$ cat src/rtl/wave_gen_pwm_if.sv
// Control and sample bus of the waveform generator: switch-driven controls in,
// shaped sample, advance strobe and PWM bit out.
interface wave_gen_pwm_if #(
  parameter int WIDTH  = 8,
  parameter int FREQ_W = 3
);
  logic              ld_init;
  logic [WIDTH-1:0]  init_val;
  logic [2:0]        func;
  logic [FREQ_W-1:0] freq_sel;
  logic [1:0]        amp_sel;
  logic              phase;
  logic [WIDTH-1:0]  sample;
  logic              sample_tick;
  logic              out;

  modport master (
    output ld_init, init_val, func, freq_sel, amp_sel, phase,
    input  sample, sample_tick, out
  );

  modport slave (
    input  ld_init, init_val, func, freq_sel, amp_sel, phase,
    output sample, sample_tick, out
  );
endinterface

$ cat src/rtl/wave_gen_pwm.sv
// Prescaled phase counter shaped into saw/triangle/square/DC/noise samples,
// attenuated, registered and turned into a glitch-free PWM bitstream.
module wave_gen_pwm #(
  parameter int              WIDTH     = 8,
  parameter int              FREQ_W    = 3,
  parameter logic [WIDTH-1:0] LFSR_TAPS = 8'hB8
) (
  input logic           clk,
  input logic           rst,
  wave_gen_pwm_if.slave bus
);
  localparam int PRE_W = (1 << FREQ_W) - 1;
  localparam logic [WIDTH-1:0] ONE     = WIDTH'(1);
  localparam logic [PRE_W-1:0] PRE_ONE = PRE_W'(1);

  typedef enum logic [2:0] {
    FN_SAW_UP = 3'b000,
    FN_SAW_DN = 3'b001,
    FN_TRI    = 3'b010,
    FN_SQUARE = 3'b011,
    FN_DC     = 3'b100,
    FN_NOISE  = 3'b101
  } func_e;

  logic [PRE_W-1:0] pre_q, pre_d;
  logic [WIDTH-1:0] cnt_q, cnt_d;
  logic [WIDTH-1:0] lfsr_q, lfsr_d;
  logic [WIDTH-1:0] pwm_q, pwm_d;
  logic [WIDTH-1:0] duty_q, duty_d;
  logic [WIDTH-1:0] sample_q, sample_d;
  logic             tick_q, tick_d;
  logic             out_q, out_d;

  logic [PRE_W-1:0] tick_mask;
  logic             tick;
  logic [WIDTH-1:0] p, p_dbl, raw, lfsr_step;

  // Only the low freq_sel prescaler bits take part in the advance decode.
  assign tick_mask = ~({PRE_W{1'b1}} << bus.freq_sel);
  assign tick      = &(pre_q | ~tick_mask);

  assign p         = {cnt_q[WIDTH-1] ^ bus.phase, cnt_q[WIDTH-2:0]};
  assign p_dbl     = {p[WIDTH-2:0], 1'b0};
  assign lfsr_step = {1'b0, lfsr_q[WIDTH-1:1]} ^ (lfsr_q[0] ? LFSR_TAPS : '0);

  always_comb begin
    // NOTE: every signal written here gets a default first, so no path can leave it unassigned and infer a latch.
    raw = '0;
    case (func_e'(bus.func))
      FN_SAW_UP: raw = p;
      FN_SAW_DN: raw = ~p;
      FN_TRI:    raw = p[WIDTH-1] ? ~p_dbl : p_dbl;
      FN_SQUARE: raw = p[WIDTH-1] ? '0 : '1;
      FN_DC:     raw = bus.init_val;
      FN_NOISE:  raw = lfsr_q;
      default:   raw = '0;
    endcase
  end

  always_comb begin
    cnt_d    = cnt_q;
    pre_d    = pre_q + PRE_ONE;
    lfsr_d   = lfsr_q;
    tick_d   = 1'b0;
    if (bus.ld_init) begin
      cnt_d  = bus.init_val;
      pre_d  = '0;
      // An all-zero Galois register would lock up, so a zero seed becomes 1.
      lfsr_d = (bus.init_val == '0) ? ONE : bus.init_val;
    end else if (tick) begin
      cnt_d  = cnt_q + ONE;
      lfsr_d = lfsr_step;
      tick_d = 1'b1;
    end
    sample_d = raw >> bus.amp_sel;
    pwm_d    = pwm_q + ONE;
    // Duty only reloads on the last count of a period so no pulse is ever cut short.
    duty_d   = (pwm_q == '1) ? sample_q : duty_q;
    out_d    = (pwm_q < duty_q);
  end

  always_ff @(posedge clk) begin
    // NOTE: registers use non-blocking assignment so all of them update from the same pre-edge values.
    if (rst) begin
      pre_q    <= '0;
      cnt_q    <= '0;
      lfsr_q   <= ONE;
      pwm_q    <= '0;
      duty_q   <= '0;
      sample_q <= '0;
      tick_q   <= 1'b0;
      out_q    <= 1'b0;
    end else begin
      pre_q    <= pre_d;
      cnt_q    <= cnt_d;
      lfsr_q   <= lfsr_d;
      pwm_q    <= pwm_d;
      duty_q   <= duty_d;
      sample_q <= sample_d;
      tick_q   <= tick_d;
      out_q    <= out_d;
    end
  end

  assign bus.sample      = sample_q;
  assign bus.sample_tick = tick_q;
  assign bus.out         = out_q;
endmodule

$ cat src/flat_wrapper.sv
// flat-port wrapper written by rule: the top's interface ports become plain ports
module wave_gen_pwm_flat 
#(
  parameter int              WIDTH     = 8,
  parameter int              FREQ_W    = 3,
  parameter logic [WIDTH-1:0] LFSR_TAPS = 8'hB8
)
  (clk, rst, bus_ld_init, bus_init_val, bus_func, bus_freq_sel, bus_amp_sel, bus_phase, bus_sample, bus_sample_tick, bus_out);
  wave_gen_pwm_if #(.WIDTH(WIDTH), .FREQ_W(FREQ_W)) bus_i ();
  input logic clk;
  input logic rst;
  input wire logic [$bits(bus_i.ld_init)-1:0] bus_ld_init;
  input wire logic [$bits(bus_i.init_val)-1:0] bus_init_val;
  input wire logic [$bits(bus_i.func)-1:0] bus_func;
  input wire logic [$bits(bus_i.freq_sel)-1:0] bus_freq_sel;
  input wire logic [$bits(bus_i.amp_sel)-1:0] bus_amp_sel;
  input wire logic [$bits(bus_i.phase)-1:0] bus_phase;
  output wire logic [$bits(bus_i.sample)-1:0] bus_sample;
  output wire logic [$bits(bus_i.sample_tick)-1:0] bus_sample_tick;
  output wire logic [$bits(bus_i.out)-1:0] bus_out;
  assign bus_i.ld_init = bus_ld_init;
  assign bus_i.init_val = bus_init_val;
  assign bus_i.func = bus_func;
  assign bus_i.freq_sel = bus_freq_sel;
  assign bus_i.amp_sel = bus_amp_sel;
  assign bus_i.phase = bus_phase;
  assign bus_sample = bus_i.sample;
  assign bus_sample_tick = bus_i.sample_tick;
  assign bus_out = bus_i.out;
  wave_gen_pwm #(.WIDTH(WIDTH), .FREQ_W(FREQ_W), .LFSR_TAPS(LFSR_TAPS)) u_core (.clk(clk), .rst(rst), .bus(bus_i));
endmodule
$ cat config.mk
export PLATFORM = sky130hd
export DESIGN_NAME = wave_gen_pwm_flat
export DESIGN_NICKNAME = d
export VERILOG_FILES = /design/src/rtl/wave_gen_pwm_if.sv /design/src/rtl/wave_gen_pwm.sv /design/src/flat_wrapper.sv
export SDC_FILE = /design/constraint.sdc
export NUM_CORES = 1
export LEC_CHECK = 0
export CORE_MARGIN = 2
export CORE_UTILIZATION = 30
export DETAILED_ROUTE_END_ITERATION = 12
export PLACE_DENSITY_LB_ADDON = 0.12
export SLEW_MARGIN = 20
export SYNTH_ARGS = -nofsm -noshare
export SYNTH_HDL_FRONTEND = slang
export SYNTH_SLANG_ARGS = --single-unit
$ cat constraint.sdc
create_clock -name clk -period 2.35 [get_ports clk]
set_input_delay 0.47 -clock clk [delete_from_list [all_inputs] [get_ports clk]]
set_output_delay 0.47 -clock clk [all_outputs]
set_load 0.1 [all_outputs]
==> results of run 1 <==
[cell usage after synthesis (3+ instances only)]
cell / count / share of area
o32ai_1: 5 / 0.016
dfxtp_1: 49 / 0.36
a211oi_1: 4 / 0.011
nor3_1: 4 / 0.0074
nor2b_1: 5 / 0.012
inv_1: 12 / 0.017
a21oi_1: 18 / 0.033
xor2_1: 15 / 0.049
nand2b_1: 6 / 0.014
nand2_1: 37 / 0.052
a31oi_1: 3 / 0.0070
and3_1: 3 / 0.0070
nand3_1: 10 / 0.019
o21bai_1: 3 / 0.0084
nand4_1: 3 / 0.0070
a22oi_1: 4 / 0.011
clkbuf_1: 12 / 0.017
o21ai_0: 15 / 0.028
xnor2_1: 12 / 0.039
a21o_1: 3 / 0.0084
o22ai_1: 3 / 0.0070
ha_1: 10 / 0.046
mux2_2: 5 / 0.021
or3_1: 5 / 0.012
nor2_1: 37 / 0.052
mux2i_1: 6 / 0.022
[cell type report]
cell class              instances  area, sq um  share of cell area
multi-input cells             247         1600               0.495
repair buffers                 39          353               0.110
flip-flops and latches         49          981               0.305
clock buffers                   6         72.6              0.0225
clock inverters                 2         38.8              0.0120
inverters                      12         45.0              0.0140
well taps                     108          135              0.0420
[where the power goes]
part,switching (mW),internal [mW],leakage [nW],total (mW)
clock network,0.305,0.320,0.0554,0.625
registers,0.0454,0.870,0.401,0.915
logic,0.259,0.167,0.735,0.426
[worst max path at each step]
stage,startpoint,end,slack [ns]
floorplan,bus_ld_init,u_core.cnt_q[3]$_SDFFE_PP0P_,0.68
global placement,bus_func[2],u_core.bus.sample[1]$_SDFF_PP0_,-0.02
detailed placement,bus_func[2],u_core.bus.sample[1]$_SDFF_PP0_,-0.02
CTS,bus_freq_sel[0],u_core.cnt_q[4]$_SDFFE_PP0P_,0.32
global route,bus_freq_sel[0],u_core.cnt_q[4]$_SDFFE_PP0P_,0.18
finish,bus_func[2],u_core.bus.sample[1]$_SDFF_PP0_,0.28
[worst min-delay path, stage by stage (launching register included)]
cell and delay [ns]:
dfxtp_1 0.32, nand2_1 0.05, a21oi_1 0.05
[metal layers]
metal,vias up,share of wire,track usage
li1,1195,-,-
met1,1077,0.50,0.190
met2,35,0.46,0.241
met3,2,0.035,0.0355
met4,0,0.0038,0.0285
met5,-,0,0
[logic make-up after synthesis]
| family | count (synthesis) |
|---|---|
| fa+ha+maj | 10 |
| buf+inv | 29 |
| compound gates | 77 |
| mux | 11 |
| flops | 49 |
| xor+xnor | 28 |
| simple gates | 121 |
[through the flow]
step	TNS [ns]	hold slack [ns]	instances	cell area (sq um)	setup WS [ns]
2_1_floorplan	0	0.425	325	2700	0.685
3_3_place_gp	-0.0197	0.442	455	3110	-0.0197
3_5_place_dp	-0.0242	0.447	455	3110	-0.0223
4_1_cts	0	0.459	463	3220	0.317
5_1_grt	0	0.484	463	3220	0.185
6_report	0	0.455	463	3220	0.278
[registers in the layout (all words and copies together) (netlist names)]
| name | flops |
|---|---|
| u_core.pwm_q | 8 |
| u_core.bus.sample_tick | 1 |
| u_core.cnt_q | 8 |
| u_core.lfsr_q | 8 |
| u_core.pre_q | 7 |
| u_core.bus.out | 1 |
| u_core.duty_q | 8 |
| u_core.bus.sample | 8 |
==> impl_summary.txt, run 1 <==
----------------------------------------------------
[Critical path]
  Type of destination of the critical path ... flop
  Largest driver fanout on the critical path ... 12
  Worst path buffer plus inverter count ... 1
  Worst Path Arrival ... about 2.3 ns
  Number of gates on the worst path with buffers counted ... 6
  Register-to-Register Setup Slack ... 0.59 ns
  Cell depth of the worst flop-to-flop path ... 5
  Data required, critical path ... 2.56 ns
  Reg-to-reg endpoint ... u_core.cnt_q[4]$_SDFFE_PP0P_
  Peak per-stage delay on the critical path ... about 0.66 ns
  Worst setup SP type ... input port
  Family of cells with the greatest summed delay on the critical path ... buffers and inverters
  Worst flop-to-flop path startpoint ... u_core.pre_q[2]$_SDFF_PP0_
  Cell Chain, Critical Path ... clkdlybuf4s50_1, nor2b_1, a22oi_1, o21ai_1, nor2_1, o32ai_1
  Slowest-stage cell, CP ... clkdlybuf4s50_1
  Class of the most critical setup path ... in2reg

[GRT]
  Pin count of the biggest net entering global routing ... 19
  Antenna violations before repair ... 0
  First-pass GRT wire length ... 11300 microns
  GRT Util Overall ... 0.144
  Number of global-route vias before repair ... 2268
  Total congestion overflow after global routing ... 0

[STA]
  Actual slew at the worst max-slew pin ... 0.481 ns
  Unrepaired setup endpoints after global routing ... false
  Clock skew ... 0.00797 ns
  Worst slew margin ... 0.678
  Number of pins with negative max-slew slack in the final report ... 0
  Final setup violation count ... 0
  Tcrit/Tclk final ... 0.882
  Final worst path period need ... 2.07 ns
  Final hold violation count ... 0
  Highest clock frequency the design can meet ... 0.483 GHz

[Synth]
  Xor and xnor fraction of the mapped netlist area ... 0.0980
  Syn Area/Cell ... 8.29 sq um
  Adder-cell share of the synthesized area ... 0.0464
  Primary flip-flop cell chosen by synthesis mapping ... dfxtp_1
  Area fraction in compound gates after synthesis ... 0.192
  Count of warnings emitted by yosys ... 0
  Combinational family with the most area after synthesis ... simple AND/OR/NAND/NOR gates
  Mapped Area ... 2700 sq um
  Share of synthesized cell area in and, or, nand and nor gates ... 0.212
  Post-Synthesis Net Count ... 355
  Sequential cell area fraction in the yosys report ... 0.364
  Synthesis-stage register bit count ... 49
  Post-synthesis mux area share ... 0.0432
  EDFF count, synth ... 0
  Share of flip-flops with an asynchronous set or reset ... 0
  Count of unique library cells instantiated by Yosys ... 50
  Post-synthesis instance total ... 325

[Min path]
  Worst Hold Depth ... 2
  Worst-case hold path end point ... u_core.duty_q[5]$_SDFFE_PP0N_
  Worst Min Path Start ... u_core.duty_q[5]$_SDFFE_PP0N_
  Type of the worst min-delay path ... reg2reg

[Routing]
  DRC marker count from the first detailed-route iteration ... 54
  Total Routed Length ... a little under 7000 microns
  Routed wire per std cell ... 14.7 microns
  Total via count after detailed routing ... 2309
  First-pass iteration count of the detailed router ... 4
  DR vias/cell ... between 4 and 5
  Residual DRC count ... 0
  Number of nets with antenna violations after detailed routing ... 0

[Pwr]
  Overall power ... 1.97 mW
  Static leakage ... 1.19 nW
  Total power per unit cell area ... 611 nW/um^2
  IR drop worst, VDD ... 0.248 mV

[Clocking]
  Maximum level of the CTS H-tree ... 2
  Maximum number of buffers from clock root to sink ... 2
  Clock-pin slew on the worst setup and hold paths ... 0.09 ns
  Total number of clock tree sinks ... 49
  Number of buffers created by CTS ... 5
  Number of gates given a new drive strength after cts ... 0
  Clock latency at the later pin of the worst-skew pair ... 0.31 ns
  TritonCTS clock tree ... done
  Buffer cell driving the clock tree root ... clkbuf_8
  Post-CTS Setup Inserts ... 0
  Total of hold buffers inserted after clock tree synthesis ... 0

[Cells and area]
  N_diodes ... 0
  Final layout net count ... 384
  Fill cells ... 926
  Layout Area Growth over Synthesis ... 19.5%
  Most used cells in the layout excluding fill and tap cells ... dfxtp_1 (49), nand2_1 (37), nor2_1 (37)
  Share of final-layout standard cells stronger than drive strength 1 ... 0.107
  Most common cell after layout, fill and taps aside ... dfxtp_1
  Final design utilization ... 0.369

[Floorplanning]
  Area of the die ... 9760 sq um
  Core footprint ... slightly below 9000 sq um
  Number of cell rows ... 34
  Initial Util ... 0.309
  Boundary pin count ... 30
  Vert. Die Dim ... roughly 99 microns
  Floorplan die width ... roughly 100 microns

[Run]
  Maxcap violations ... 0

[Placement]
  IO Port Bufs ... 29
  Final Wtd Congestion ... between 0.8 and 0.9
  HPWL reported at the end of detailed placement ... 5030 microns

[Status]
  Outcome ... finished clean

----------------------------------------------------
Note: power is estimated with default switching activity, not from simulation.
==> run 2, diff against run 1 <==
- SKIP_LAST_GASP: unset -> 1
==> results of run 2 <==
The final DEF is identical to that of run 1; final timing and power are the same.
==> run 3, diff against run 2 <==
- CORE_ASPECT_RATIO: unset -> 1.5
==> run 3 against run 2 <==
Worst setup slack improved by 0.063 ns. Critical path depth is the same. Clock-buffer cell count increased by 1. First-iteration DRC count shrank 9.3%. Clock skew decreased by 0.0025 ns. Critical endpoint unchanged. Non-clock buffer count rose by 2. Die area grew 0.17%. Final cell count is 0.65% higher.
==> impl_summary.txt, run 3 (synthesis results as in run 1) <==
----------------------------------------------------
[Floorplanning]
  Initial Util ... 0.307 (was 0.309)
  Floorplan die width ... 81.4 microns (was 98.8 microns)
  Vert. Die Dim ... 120 microns (was 98.8 microns)
  Core footprint ... 8780 sq um (was 8720 sq um)
  Area of the die ... 9770 sq um (was 9760 sq um)
  Boundary pin count ... 30 (unchanged)
  Number of cell rows ... 42 (was 34)

[Clocking]
  TritonCTS clock tree ... done (unchanged)
  Post-CTS Setup Inserts ... 0 (unchanged)
  Maximum number of buffers from clock root to sink ... 2 (unchanged)
  Buffer cell driving the clock tree root ... clkbuf_16 (was clkbuf_8)
  Total number of clock tree sinks ... 49 (unchanged)
  Number of gates given a new drive strength after cts ... 0 (unchanged)
  Clock-pin slew on the worst setup and hold paths ... 0.06 ns (was 0.09 ns)
  Number of buffers created by CTS ... 5 (unchanged)
  Maximum level of the CTS H-tree ... 2 (unchanged)
  Total of hold buffers inserted after clock tree synthesis ... 0 (unchanged)
  Clock latency at the later pin of the worst-skew pair ... 0.29 ns (was 0.31 ns)

[Critical path]
  Largest driver fanout on the critical path ... 12 (unchanged)
  Peak per-stage delay on the critical path ... 0.71 ns (was 0.66 ns)
  Class of the most critical setup path ... in2reg (unchanged)
  Worst path buffer plus inverter count ... 1 (unchanged)
  Worst Path Arrival ... 2.20 ns (was 2.29 ns)
  Slowest-stage cell, CP ... clkdlybuf4s50_1 (unchanged)
  Worst setup SP type ... input port (unchanged)
  Data required, critical path ... 2.54 ns (was 2.56 ns)
  Type of destination of the critical path ... flop (unchanged)
  Family of cells with the greatest summed delay on the critical path ... buffers and inverters (unchanged)
  Cell Chain, Critical Path ... clkdlybuf4s50_1, nor2b_1, a22oi_1, o21ai_1, nor2_1, o32ai_1 (unchanged)

[Cells and area]
  Final cell count without fillers ... 466 (was 463)
  Most used cells in the layout excluding fill and tap cells ... dfxtp_1 (49), nand2_1 (37), nor2_1 (37) (unchanged)
  Share of final-layout standard cells stronger than drive strength 1 ... 0.110 (was 0.107)
  Most common cell after layout, fill and taps aside ... dfxtp_1 (unchanged)
  N_diodes ... 0 (unchanged)
  Layout Area Growth over Synthesis ... 21.8% (was 19.5%)
  Final layout net count ... 386 (was 384)

[Status]
  Outcome ... finished clean (unchanged)

[STA]
  Final hold violation count ... 0 (unchanged)
  Actual slew at the worst max-slew pin ... 0.395 ns (was 0.481 ns)
  Unrepaired setup endpoints after global routing ... false (unchanged)
  Clock skew ... 0.00550 ns (was 0.00797 ns)
  Tcrit/Tclk final ... 0.855 (was 0.882)
  Highest clock frequency the design can meet ... 0.498 GHz (was 0.483 GHz)
  Final worst path period need ... 2.01 ns (was 2.07 ns)
  Worst slew margin ... 0.736 (was 0.678)
  Number of pins with negative max-slew slack in the final report ... 0 (unchanged)
  Final setup violation count ... 0 (unchanged)
  Setup_tns ... 0 ns (unchanged)

[GRT]
  Antenna violations before repair ... 0 (unchanged)
  Pin count of the biggest net entering global routing ... 19 (unchanged)
  Total congestion overflow after global routing ... 0 (unchanged)
  GRT Util Overall ... 0.149 (was 0.144)
  First-pass GRT wire length ... 11200 microns (was 11300 microns)
  Number of global-route vias before repair ... 2376 (was 2268)

[Placement]
  Placed instance count ... 459 (was 455)
  Final Wtd Congestion ... 0.781 (was 0.816)
  HPWL reported at the end of detailed placement ... 5260 microns (was 5030 microns)
  IO Port Bufs ... 29 (unchanged)

[Routing]
  Number of nets with antenna violations after detailed routing ... 0 (unchanged)
  Total via count after detailed routing ... 2341 (was 2309)
  First-pass iteration count of the detailed router ... 4 (unchanged)
  Total Routed Length ... 6710 microns (was 6800 microns)
  Routed wire per std cell ... 14.4 microns (was 14.7 microns)
  DR vias/cell ... 5.02 (was 4.99)
  Residual DRC count ... 0 (unchanged)
  DRC marker count from the first detailed-route iteration ... 49 (was 54)

[Pwr]
  IR drop worst, VDD ... 0.272 mV (was 0.248 mV)
  Static leakage ... 1.22 nW (was 1.19 nW)
  Total power per unit cell area ... 627 nW/um^2 (was 611 nW/um^2)

[Run]
  Maxcap violations ... 0 (unchanged)

[Min path]
  Type of the worst min-delay path ... reg2reg (unchanged)

----------------------------------------------------
[run 3: cell count changes in the layout (fill, tap and decap cells not counted)]
cell       before  now
buf_12          1    2
buf_4          19   20
bufinv_16       1    0
clkbuf_16       0    5
clkbuf_8        5    1
clkinv_4        1    0
[run 3: worst min-delay path, stage by stage, from the launching register on]
cell and delay, ns:
dfxtp_1 0.31, nand2_1 0.05, a21oi_1 0.05
[run 3: final timing paths]
check / end / from / slack, ns / cells past startpoint
worst max register to register: u_core.bus.sample[4]$_SDFF_PP0_ / u_core.cnt_q[7]$_SDFFE_PP0P_ / 0.66 / 6
worst max-delay path: u_core.bus.sample[1]$_SDFF_PP0_ / bus_func[2] / 0.34 / 6
worst min register to register: u_core.duty_q[5]$_SDFFE_PP0N_ / u_core.duty_q[5]$_SDFFE_PP0N_ / 0.45 / 2
worst min-delay path: u_core.duty_q[5]$_SDFFE_PP0N_ / u_core.duty_q[5]$_SDFFE_PP0N_ / 0.45 / 2
[run 3: final cells by class]
type | instances | area, sq um
Fill cell | 918 | 5490
Multi-Input combinational cell | 247 | 1600
Sequential cell | 49 | 981
Timing Repair Buffer | 41 | 380
Clock buffer | 7 | 143
Tap cell | 110 | 138
Inverter | 12 | 45.0
[run 3: routing by layer]
layer	vias up	GRT usage	share of wire
li1	1195	-	-
met1	1091	0.154	0.41
met2	40	0.282	0.53
met3	15	0.0286	0.032
met4	0	0.0604	0.025
met5	-	0	0
[run 3: per-stage QoR]
| stage | utilization | setup WS [ns] | hold slack, ns | instance area, sq um | total power, mW |
|---|---|---|---|---|---|
| 5_1_grt | 0.374 | 0.165 | 0.466 | 3280 | 2.16 |
| 3_3_place_gp | 0.358 | 0.0222 | 0.440 | 3140 | 1.36 |
| 3_5_place_dp | 0.358 | 0.0366 | 0.446 | 3140 | 1.37 |
| 6_report | 0.374 | 0.341 | 0.451 | 3280 | 2.06 |
| 4_1_cts | 0.374 | 0.338 | 0.455 | 3280 | 2.09 |
| 2_1_floorplan | - | 0.685 | 0.425 | 2700 | 1.23 |
[run 3: where the power goes]
part	switching (mW)	total [mW]	internal (mW)
clock	0.295	0.714	0.418
sequential	0.0425	0.913	0.871
combinational	0.260	0.432	0.171
